**src/rtl/tt_um_crc3_check.sv**
```systemverilog
// tt_um_crc3_check: serial CRC-3 (x^3 + x + 1) frame checker.
// Receives 5 message bits then 3 CRC bits MSB-first on ui_in[1], framed by
// ui_in[0]. Latches the recovered message, a pass/fail verdict and a sticky
// error flag.
// Optional feature: define CRC3_CHECK_COUNTERS_EN to build the saturating
// good/bad frame counters driven onto uio_out.
module tt_um_crc3_check (
    input  logic       clk,
    input  logic       rst_n,
    input  logic       ena,
    input  logic [7:0] ui_in,
    output logic [7:0] uo_out,
    input  logic [7:0] uio_in,
    output logic [7:0] uio_out,
    output logic [7:0] uio_oe
);

    typedef enum logic [1:0] {
        IDLE  = 2'd0,
        SHIFT = 2'd1,
        DONE  = 2'd2
    } state_t;

    state_t     state;
    state_t     state_next;
    logic [2:0] idx;
    logic [4:0] msg;
    logic [4:0] msg_out;
    logic [2:0] lfsr;
    logic [2:0] rxcrc;
    logic       frame_done;
    logic       crc_ok;
    logic       sticky_err;

    logic       strobe;
    logic       din;
    logic       clr;
    logic       take;
    logic       last;
    logic       leave;
    logic       lfsr_in;
    logic [2:0] lfsr_next;
    logic       ok;
    logic       unused;

    assign strobe = ui_in[0];
    assign din    = ui_in[1];
    assign clr    = ena & ui_in[2];
    assign unused = &{1'b0, uio_in, ui_in[7:3]};

    // CRC bits are clocked into the LFSR as zeros; message bits feed it directly.
    assign lfsr_in   = (idx < 3'd5) ? din : 1'b0;
    assign lfsr_next = {lfsr_in ^ lfsr[2] ^ lfsr[0], lfsr[2:1]};
    assign ok        = (lfsr_next == {rxcrc[1:0], din});

    // State register.
    // NOTE: sequential state uses non-blocking assignments so every register
    // samples pre-edge values regardless of statement order.
    always_ff @(posedge clk or negedge rst_n) begin
        if (!rst_n) begin
            state <= IDLE;
        end else begin
            state <= state_next;
        end
    end

    // Next-state decode and per-cycle datapath strobes.
    // NOTE: every output of this block gets a default first, so no path
    // leaves a value unassigned and no latch is inferred.
    always_comb begin
        state_next = state;
        take       = 1'b0;
        last       = 1'b0;
        leave      = 1'b0;
        if (ena) begin
            case (state)
                IDLE: begin
                    if (strobe) begin
                        take       = 1'b1;
                        state_next = SHIFT;
                    end
                end
                SHIFT: begin
                    if (strobe) begin
                        take = 1'b1;
                        if (idx == 3'd7) begin
                            last       = 1'b1;
                            state_next = DONE;
                        end
                    end
                end
                DONE: begin
                    if (!strobe) begin
                        leave      = 1'b1;
                        state_next = IDLE;
                    end
                end
                default: state_next = IDLE;
            endcase
        end
    end

    // Bit shifting, LFSR, verdict and message latch.
    always_ff @(posedge clk or negedge rst_n) begin
        if (!rst_n) begin
            idx        <= 3'd0;
            msg        <= 5'd0;
            msg_out    <= 5'd0;
            lfsr       <= 3'd0;
            rxcrc      <= 3'd0;
            frame_done <= 1'b0;
            crc_ok     <= 1'b0;
        end else begin
            if (take) begin
                idx  <= idx + 3'd1;
                lfsr <= lfsr_next;
                if (idx < 3'd5) begin
                    msg <= {msg[3:0], din};
                end else begin
                    rxcrc <= {rxcrc[1:0], din};
                end
            end
            if (last) begin
                msg_out    <= msg;
                crc_ok     <= ok;
                frame_done <= 1'b1;
            end
            if (leave) begin
                frame_done <= 1'b0;
                crc_ok     <= 1'b0;
                lfsr       <= 3'd0;
                idx        <= 3'd0;
                rxcrc      <= 3'd0;
            end
        end
    end

    // Sticky error: set by a failed frame, cleared by clear (clear wins).
    always_ff @(posedge clk or negedge rst_n) begin
        if (!rst_n) begin
            sticky_err <= 1'b0;
        end else if (clr) begin
            sticky_err <= 1'b0;
        end else if (last && !ok) begin
            sticky_err <= 1'b1;
        end
    end

    assign uo_out = {sticky_err, crc_ok, frame_done, msg_out};

`ifdef CRC3_CHECK_COUNTERS_EN
    logic [3:0] good_cnt;
    logic [3:0] bad_cnt;

    // Saturating frame counters; clear overrides a same-cycle increment.
    always_ff @(posedge clk or negedge rst_n) begin
        if (!rst_n) begin
            good_cnt <= 4'd0;
            bad_cnt  <= 4'd0;
        end else if (clr) begin
            good_cnt <= 4'd0;
            bad_cnt  <= 4'd0;
        end else if (last) begin
            if (ok) begin
                if (good_cnt != 4'd15) good_cnt <= good_cnt + 4'd1;
            end else begin
                if (bad_cnt != 4'd15) bad_cnt <= bad_cnt + 4'd1;
            end
        end
    end

    assign uio_out = {bad_cnt, good_cnt};
    assign uio_oe  = 8'hFF;
`else
    assign uio_out = 8'h00;
    assign uio_oe  = 8'h00;
`endif

endmodule

```
**config.mk**
```make
export PLATFORM = sky130hd
export DESIGN_NAME = tt_um_crc3_check
export DESIGN_NICKNAME = d
export VERILOG_FILES = /design/src/rtl/tt_um_crc3_check.sv
export SDC_FILE = /design/constraint.sdc
export NUM_CORES = 1
export LEC_CHECK = 0
export BUFFER_PORTS_ARGS = -buffer_cell sky130_fd_sc_hd__buf_4
export CORE_MARGIN = 4
export CORE_UTILIZATION = 45
export CTS_BUF_LIST = sky130_fd_sc_hd__clkbuf_4
export DETAILED_ROUTE_END_ITERATION = 10
export PLACE_DENSITY = 0.69
export SLEW_MARGIN = 5
export SYNTH_ARGS = -nofsm -noshare
export SYNTH_HDL_FRONTEND = slang
export SYNTH_SLANG_ARGS = --single-unit
```
**constraint.sdc**
```tcl
create_clock -name clk -period 3.9 [get_ports clk]
set_input_delay 0.975 -clock clk [delete_from_list [all_inputs] [get_ports clk]]
set_output_delay 0.975 -clock clk [all_outputs]
set_load 0.02 [all_outputs]
```
==> summary.txt <==
Run status
  – Outcome: completed

Clock network
  – Post-cts gate resize count: 0
  – CTS Buf Count: 3
  – Post-CTS Hold Buffers: 0
  – Clk Latency, worst-skew pair: 310 ps
  – Post-CTS Setup Bufs: 0
  – Clock transition at path regs: about 120 ps
  – H-Tree Depth: 1
  – Clock Path Buffers: 2
  – Clk Tree Root Cell: clkbuf_4
  – CTS tree: built
  – Num Clock Sinks: 23

Placed design
  – Inst Count DP: roughly 150
  – IO Port Bufs: 13
  – Final Wtd Congestion: 0.818
  – Hpwl dp: approximately 1.6 mm

Route
  – Average wire per standard cell: between 10 and 15 um
  – Drt pass-1 iters: 4
  – Routed Antenna Nets: 0
  – Detailed Route WL: 2.05 mm
  – Iteration-0 DRC count of the detailed router: 25
  – Drt drc: 0
  – Vias per cell: 5.04
  – DR vias: 786

Setup path
  – FF-to-FF setup slack: approximately 2100 ps
  – RR Endpoint: msg_out[0]$_DFFE_PN0P_
  – CP Data Arrival Time: ~900 ps
  – Worst r2r path cells: 5
  – Crit path cell chain: buf_4
  – Startpoint types: flip-flop
  – CP Data Required Time: 2920 ps
  – Top delay family on crit path: flip-flops
  – Crit path largest cell delay: roughly 430 ps
  – Worst R2R Start: idx[0]$_DFFE_PN0P_
  – WS Path Type: reg -> out
  – CP max-delay cell: dfrtp_1
  – Buf/Inv on CP: 1
  – Crit-path max FO: 4
  – Critical path capture point type: output pin

Yosys
  – Synth top cells by count: dfrtp_1, buf_4, mux2_2
  – Synth area leaders: dfrtp_1, buf_4, mux2_2, a22o_2, buf_6
  – Main flop type after synthesis: dfrtp_1
  – Post-synthesis cell area: approximately 1300 um^2
  – Most common cell in the netlist: dfrtp_1
  – Unique masters post-synth: 37
  – Synth Warn #: 0
  – Largest family of logic cells by synthesized area: buffers and inverters
  – Synth top area share: 43.6%
  – Synth Area in XOR/XNOR: under 10%
  – Asr flop ratio synth: between 90% and 100%
  – Flops & latches, synth: 23
  – Largest area contributor in the synthesized netlist: dfrtp_1
  – Sequential area share after synthesis: about 44%
  – Post-Syn Area per Cell: ~11 um^2
  – Post-synthesis compound-gate area fraction: between 10% and 20%
  – Synth Instances: 115
  – Post-synth EDFFs: 0
  – Mux share of post-synthesis cell area: roughly a tenth
  – Post-Synth Adder-Cell Area: roughly 1.9%
  – Post-Synth Simple-Gate Area: approximately 14%

Floorplan
  – Starting density of the core: between 40 and 50%
  – Die footprint: roughly 3900 um^2
  – Top-Level Pins: 43
  – CORE AREA: around 2800 um^2
  – Die Y: 62.2 um
  – Chip Width: roughly 62 um
  – Placement Rows: 19

Final layout
  – Fill count: 258
  – Syn-to-layout area delta: 3.31%
  – Fin util: between 40% and 50%
  – Nets@finish: 147
  – Share of cells above drive strength 1: ~34%
  – Non-Filler Instances: 156
  – Antenna diodes: 0

Timing
  – Total negative slack: 0 ps
  – RSZ-0062 raised after global routing: false
  – Max Clock Freq: 529 MHz
  – Clock skew: roughly 5.3 ps
  – Final setup viols: 0
  – Fin Hold WS: approximately 520 ps
  – Final Max Slew Viols: 0
  – Final hold vios: 0
  – Fin crit share: approximately 48%
  – Fin crit period: 1890 ps

Power and ir drop
  – Sw power: 350 uW
  – VDD IR max: 0.323 mV
  – Clock power frac: between 10% and 20%
  – Design Power: approximately 900 uW
  – Power Dens Cells: roughly 660 nW/um^2
  – Seq pwr share: 45.7%
  – Comb pwr share: about 42%
  – Int Power: between 500 and 600 uW
  – Leak: between 0.0006 and 0.0007 uW
  – Sw Ratio: about two fifths

GRT
  – Vias in the first global route: 776
  – Grt ovf: 0
  – Largest net degree at the start of global routing: 24
  – Global-route wire length before repair: about 3.5 mm
  – Total GRT Usage: between 10% and 20%
  – Initial antenna violation count: 0

Min path
  – Type of the worst min-delay path: in -> async

Job
  – Max-cap violations: 0
[cell type report]
class | instances | area (um^2) | share of cell area, %
inverter | 3 | 11.3 | 0.825
clock buffer | 3 | 22.5 | 1.65
tap | 31 | 38.8 | 2.84
timing repair buffer | 13 | 97.6 | 7.15
sequential | 23 | 576 | 42.2
clock inverter | 1 | 5.00 | 0.367
multi-input combinational | 82 | 614 | 45.0
[power by group through the flow]
stage	combinational [uW]	sequential (uW)	clock, uW
floorplan	318	413	0
CTS	384	413	117
detailed placement	382	418	0
global placement	377	412	0
global route	419	427	126
finish	380	412	109
[cell usage in the layout, fill, tap and decap left out, types with 2 or more instances in the layout]
master / Yosys / final
a21oi_1: 5 / 5
a22o_2: 4 / 4
and2_2: 2 / 2
buf_4: 19 / 13
clkbuf_4: 0 / 3
conb_1: 1 / 16
dfrtp_1: 23 / 23
ha_1: 2 / 2
inv_1: 3 / 3
mux2_2: 9 / 9
mux2i_1: 2 / 2
nand2_1: 6 / 6
nor2_1: 7 / 7
nor3_1: 2 / 2
o21ai_0: 4 / 4
xnor2_2: 2 / 2
[per-stage QoR]
stage                     setup WS (ps)  area [um^2]
final                              2010         1370
after floorplan                    2060         1380
after CTS                          1990         1370
after detailed placement           1750         1340
after global routing               1960         1370
after global placement             1770         1340
[sequential cells by signal, summed over array words and instances, names as in the netlist]
name	cells
msg_out	5
sticky_err	1
state	2
lfsr	3
rxcrc	2
crc_ok	1
msg	5
frame_done	1
idx	3
[per-layer routing]
layer | up-vias | share of wire, % | global-route usage (%)
li1 | 385 | - | -
met4 | 0 | 2.3 | 7.32
met3 | 4 | 4.8 | 2.16
met5 | - | 0 | 0
met1 | 380 | 43 | 14.4
met2 | 17 | 49 | 17.6
[cell families (layout without fill, tap and decap cells)]
logic type | count (synthesis) | count (layout)
fa+ha+maj | 2 | 2
other cells | 1 | 16
flops | 23 | 23
xor+xnor | 4 | 4
buf+inv | 25 | 20
compound gates | 20 | 20
mux | 12 | 12
simple gates | 28 | 28
[how the worst max path moves through the flow]
stage	start	to	slack, ps	cells past startpoint
finish	sticky_err$_DFFE_PN0P_	uo_out[7]	2010	1
global route	sticky_err$_DFFE_PN0P_	uo_out[7]	1960	1
CTS	sticky_err$_DFFE_PN0P_	uo_out[7]	1990	1
detailed placement	ena	crc_ok$_DFFE_PN0P_	1750	4
global placement	ena	crc_ok$_DFFE_PN0P_	1770	4
floorplan	ui_in[1]	crc_ok$_DFFE_PN0P_	2060	4
(Power assumes the default switching activity.)
